### src/rtl/fir_mac_sequencer.sv
// fir_mac_sequencer: accept samples, sequence TAPS MAC cycles, drain, hand off result, arbitrate coefficient file.
// Optional FIR_SEQ_FLUSH_EN adds a flush input that zeroes the ring buffer through the write port.
module fir_mac_sequencer #(
  parameter int TAPS = 8,
  parameter int PIPE = 1,
  localparam int AW = $clog2(TAPS)
) (
  input  logic          clk,
  input  logic          rst,
  input  logic          s_valid,
  output logic          s_ready,
  output logic          wr_en,
  output logic [AW-1:0] wr_addr,
  output logic [AW-1:0] rd_addr,
  output logic [AW-1:0] coef_addr,
  output logic          acc_en,
  output logic          acc_clr,
  output logic          o_valid,
  input  logic          o_ready,
  input  logic          cfg_req,
  output logic          cfg_gnt,
`ifdef FIR_SEQ_FLUSH_EN
  input  logic          flush,
  output logic          wr_zero,
`endif
  output logic          busy
);
  // k must also count PIPE drain cycles, so never narrower than 3 bits
  localparam int KW = (AW + 1 > 3) ? AW + 1 : 3;
  localparam logic [KW-1:0] K_LAST = KW'(TAPS - 1);
  localparam logic [KW-1:0] K_DRN = KW'(PIPE - 1);
  typedef enum logic [2:0] {
    IDLE, MAC, DRAIN, OUT, CFG
`ifdef FIR_SEQ_FLUSH_EN
    , CLEAR
`endif
  } state_t;
  state_t r_state;
  logic [KW-1:0] r_k;
  logic [AW-1:0] r_wptr;
  logic w_idle, w_mac, w_take, w_clear;
  always_ff @(posedge clk) begin
    if (rst) begin
      r_state <= IDLE;
      r_k <= '0;
      r_wptr <= '0;
    end else begin
      case (r_state)
        IDLE:
`ifdef FIR_SEQ_FLUSH_EN
          if (flush) begin
            r_state <= CLEAR;
            r_k <= '0;
          end else
`endif
          if (cfg_req) r_state <= CFG;
          else if (s_valid) begin
            r_state <= MAC;
            r_k <= '0;
          end
        MAC:
          if (r_k == K_LAST) begin
            r_wptr <= r_wptr + 1'b1;
            r_k <= '0;
            r_state <= (PIPE > 0) ? DRAIN : OUT;
          end else r_k <= r_k + 1'b1;
        DRAIN:
          if (r_k == K_DRN) begin
            r_k <= '0;
            r_state <= OUT;
          end else r_k <= r_k + 1'b1;
        OUT: if (o_ready) r_state <= IDLE;
        CFG: if (!cfg_req) r_state <= IDLE;
`ifdef FIR_SEQ_FLUSH_EN
        CLEAR:
          if (r_k == K_LAST) begin
            r_k <= '0;
            r_wptr <= '0;
            r_state <= IDLE;
          end else r_k <= r_k + 1'b1;
`endif
        default: r_state <= IDLE;
      endcase
    end
  end
  assign w_idle = !rst && r_state == IDLE;
  assign w_mac = !rst && r_state == MAC;
`ifdef FIR_SEQ_FLUSH_EN
  assign w_clear = !rst && r_state == CLEAR;
  assign w_take = w_idle && !flush && !cfg_req;
  assign wr_zero = w_clear;
`else
  assign w_clear = 1'b0;
  assign w_take = w_idle && !cfg_req;
`endif
  always_comb begin
    s_ready = w_take;
    wr_en = (w_take && s_valid) || w_clear;
    wr_addr = rst ? '0 : w_clear ? r_k[AW-1:0] : r_wptr;
    rd_addr = rst ? '0 : r_wptr - r_k[AW-1:0];
    coef_addr = rst ? '0 : r_k[AW-1:0];
    acc_en = w_mac;
    acc_clr = w_mac && r_k == '0;
    o_valid = !rst && r_state == OUT;
    cfg_gnt = !rst && r_state == CFG && cfg_req;
    busy = !rst && r_state != IDLE;
  end
endmodule

### config.mk
export PLATFORM = sky130hd
export DESIGN_NAME = fir_mac_sequencer
export DESIGN_NICKNAME = d
export VERILOG_FILES = /design/src/rtl/fir_mac_sequencer.sv
export SDC_FILE = /design/constraint.sdc
export NUM_CORES = 1
export LEC_CHECK = 0
export CAP_MARGIN = 20
export CORE_MARGIN = 2
export CORE_UTILIZATION = 41
export CTS_BUF_LIST = sky130_fd_sc_hd__clkbuf_16
export CTS_CLUSTER_DIAMETER = 30
export DETAILED_ROUTE_END_ITERATION = 12
export PLACE_DENSITY = 0.73
export SYNTH_ARGS = -nofsm -noshare
export SYNTH_HDL_FRONTEND = slang
export SYNTH_SLANG_ARGS = --single-unit
### constraint.sdc
create_clock -name clk -period 1.7 [get_ports clk]
set_clock_uncertainty 0.15 [all_clocks]
set_input_delay 0.34 -clock clk [delete_from_list [all_inputs] [get_ports clk]]
set_output_delay 0.34 -clock clk [all_outputs]
set_load 0.01 [all_outputs]
### Word-level counts from Yosys, hierarchy flattened

Index checks and enable logic that the tools add are counted.

* add/subtract/negate cells: 3
* multipliers: 0
* div/mod/pow operators: 0
* magnitude comparators: 0
* equal/unequal tests: 12
* shift operators: 0
* mux-type cells: 15
* bitwise gates (word level): 0
* reductions and logical operators: 18

Operators with widths (count)
* two-way mux 3 bit: 9
* two-way mux 4 bit: 4
* one-hot mux 3 bit (5 select lines): 1
* != test 2 bit (second input constant): 6
* one-hot mux 4 bit (3 select lines): 1
* logical AND 1 bit: 9
* equality test 3 x 2 -> 1 bit (second input constant): 2
* nonzero test 3 bit: 2
* AND reduction 5 bit: 1
* adder 4 x 1 -> 4 bit (second input constant): 1
* equality test 4 x 3 -> 1 bit (second input constant): 1
* zero test 4 bit: 1
* adder 3 x 1 -> 3 bit (second input constant): 1
* equality test 3 x 1 -> 1 bit (second input constant): 1
* equality test 3 bit (second input constant): 1
* zero test 3 bit: 1
* != test 3 bit (second input constant): 1
* AND reduction 3 bit: 1
* subtractor 3 bit: 1
* zero test 1 bit: 2
* AND reduction 2 bit: 1

* bits in registers: 10
* bits in latches: 0
* memory bits (writable): 0
* memory bits (read-only): 0
* input port bits: 5
* output and inout bits: 16
* memories: 0

### Logic depth before layout (Yosys ltp)

* depth after elaboration: 4
* mapped depth: 7
* gate-level depth less buffers: 7

### Worst setup path after synthesis

Ideal clock, no wire load.

* path kind: register to output
* start: register r_wptr[0]
* end: output rd_addr[2]
* arrival: 1.349 ns
* required time: 1.210 ns
* path slack: -0.139 ns
* cell stages (with the launch flop): 8
* cells stage by stage: dfxtp_1 inv_1 ha_1 inv_1 fa_1 xnor2_1 xnor2_1 nor2_1

* longest elaborated chain between the ends: 2

Ends and longest elaborated chain
* start: declaration: line 40 `logic [AW-1:0] r_wptr;`
* start signal: assignment: line 63 `r_wptr <= r_wptr + 1'b1;`
* subtractor 3 bit: line 100 `rd_addr = rst ? '0 : r_wptr - r_k[AW-1:0];`
* two-way mux 3 bit: line 100
* end: declaration: line 14 `output logic [AW-1:0] rd_addr,`

Every way passes these cells.

### Final worst setup path

Same ends and word-level chain as after synthesis.

==> metrics <==
status finished, violations left; failing checks setup timing; Post-DRT Antenna Nets 0; TritonRoute pass-1 iters 4; synth warn 0; HP Start rst; Vias a little under 800; Slew Limit Headroom around 66%; Hold Vio Cnt, Final 0; CP arrival roughly 1700 ps; fill count approximately 120; Final period util 126%; P_leak around 0.58 nW; Final Power just over 0.0008 W; cts hold-fix bufs 0; largest net degree at the start of global routing 22; R2R Setup Slk -330 ps; Setup crit end kind output pin; die height 45.9 um; minimum clock period about 2100 ps; average wire per standard cell roughly 14 um; Worst Tran Pin Value a little over 500 ps; Nets approximately 140; fmax ~0.47 GHz; first-pass GRT wire length around 3.3 mm; antenna cells 0; Top FF cell, synth dfxtp_1; PortBufs 20; Reg2Reg Depth 8; via/cell ratio about 5.2; final setup margin -437 ps; Worst Hold End r_state[2]; GRT busiest layer met2; CTS tree done; met1 Use GR between 20% and 30%; DRC 0; RSZ-0062 raised after global routing yes; reg-to-reg startpoint r_k[0]; number of synthesized flops with an enable pin 0; asr flop ratio synth 0%; final setup fails 8; pre-CTS setup slack -633 ps; CP startpoint kind flop; IO Pins 21; reg2reg end r_k[3]; CTS buffer count 3; initial antenna violation count 0; Max VDD drop a little over 600 uV; number of global-route vias before repair 750; CTS clock-pin slew for the worst setup and hold paths 40 ps; #FFs+latches synth 10; # rows 15; clock tree buffer depth 2; worst-path fanout max 2; grt total ovfl 0; Final Wtd Congestion 0.711; root buf cell clkbuf_16; sequential share of the synthesized area about 28%; Max-cap violations 0; min-delay worst type in -> reg; CTS H-tree depth 1; PD cells around 650 nW/um^2; CP Data Required Time ~1200 ps; cell count after synthesis between 90 and 100; Unique masters post-synth 35; gr usage total between 20% and 30%; Syn Std Cell Area between 700 and 800 sq um; Worst-Skew Late Latency 240 ps; Initial Utilization between 40% and 50%; total wire length slightly above 2 mm; kind of critical path reg -> out; CORE AREA ~1700 sq um; detailed placement HPWL ~1.4 mm; Synthesized Nets roughly 100; die width 45.9 um; met3 usage about 3.6%; Slew Viols, Final 0; Worst Hold Depth 2; Clock Sinks 10; syn avg cell area between 7 and 8 sq um; layout cells sized above 1 approximately half; met2 Usage GRT 40.6%; die footprint ~2100 sq um; Area growth syn-to-layout 78.3%; Sum Neg Setup Slack -2090 ps; drt first-iter violations 13
-- cell usage in the layout, fill, tap and decap left out, types with 3 or more instances in the layout --
master and count:
buf_6 11, nand3_1 4, nor2b_1 5, nand2_1 6
nor2_1 12, buf_2 7, dfxtp_2 6, dfxtp_1 3
buf_4 13, nor3_1 3, dlygate4sd2_1 8, clkbuf_16 3
-- cell families (layout without fill, tap and decap cells) --
group / after synthesis / count (layout) / synth area share (%)
AOI/OAI and AO/OA: 12 / 12 / 12.5
and+or+nand+nor: 47 / 47 / 35.8
buffers and inverters: 12 / 53 / 7.99
muxes: 1 / 1 / 1.39
DFF: 10 / 10 / 27.8
adders and majority gates: 5 / 5 / 9.72
xor gates and xnor gates: 4 / 4 / 4.86
-- synth_stat cells (all sizes together) (2+ instances only) --
cell type / number / share of area (%)
a21oi: 3 / 2.1
and2: 2 / 1.7
buf: 4 / 3.8
clkbuf: 2 / 1.0
dfxtp: 10 / 28
ha: 4 / 6.9
inv: 6 / 3.1
nand2: 6 / 3.1
nand3: 4 / 2.8
nor2: 14 / 7.3
nor2b: 6 / 5.2
nor3: 5 / 3.5
nor3b: 3 / 3.1
or4b: 2 / 2.8
xnor2: 3 / 3.6
-- metal layers --
layer / part of all wire, % / up-vias
met3: 3.8 / 5
met4: 2.5 / 0
met5: 0 / -
met2: 53 / 18
li1: - / 402
met1: 40 / 351
-- worst max path at each step --
stage                     startpoint    endpoint  slack (ps)  depth (start not counted)
after floorplan            r_wptr[0]  rd_addr[2]         -80                          7
after global placement           rst       wr_en        -600                          5
after detailed placement         rst       wr_en        -630                          5
after CTS                  r_wptr[0]  rd_addr[2]        -440                          8
after global routing       r_wptr[0]  rd_addr[2]        -490                          8
final                      r_wptr[0]  rd_addr[2]        -440                          8
-- registers in the layout, summed over array words and instances (netlist names) --
name	count
r_wptr	3
r_k	4
r_state	3
-- where the power goes --
part           internal [W]  leakage, nW  switching (W)
Clock              0.000306       0.0370       0.000116
Sequential         0.000240       0.0845     0.00000621
Combinational     0.0000878        0.462      0.0000759
Total              0.000633        0.584       0.000198
-- per-stage QoR --
stage | cell area, sq um | instances | util [%] | hold slack (ps)
after floorplan | 736 | 91 | - | 275
after global placement | 1060 | 141 | 63.0 | 323
after detailed placement | 1060 | 141 | 63.0 | 320
final | 1280 | 149 | 76.1 | 205
after CTS | 1240 | 147 | 73.6 | 193
after global routing | 1280 | 149 | 76.1 | 218
-- timing repair --
item,CTS,global route
pin swaps,9,12
setup buffers,3,3
cloned,0,0
setup endpoints to repair,21,16
gates resized for setup,71,17
-- cell type report --
type / count / area, sq um / share of cell area (%)
Inverter: 6 / 27.5 / 2.14
Timing Repair Buffer: 44 / 372 / 28.9
Multi-Input combinational cell: 69 / 578 / 45.0
Sequential cell: 10 / 211 / 16.5
Tap cell: 17 / 21.3 / 1.66
Clock buffer: 3 / 75.1 / 5.84
-- worst max-delay path: stages (launching register included) --
cell	delay [ps]
dfxtp_2	320
inv_2	70
ha_4	120
inv_2	30
fa_2	350
xnor2_2	150
xnor2_1	120
nor2_1	110
buf_2	140
Note: power is estimated with default switching activity, not from simulation.
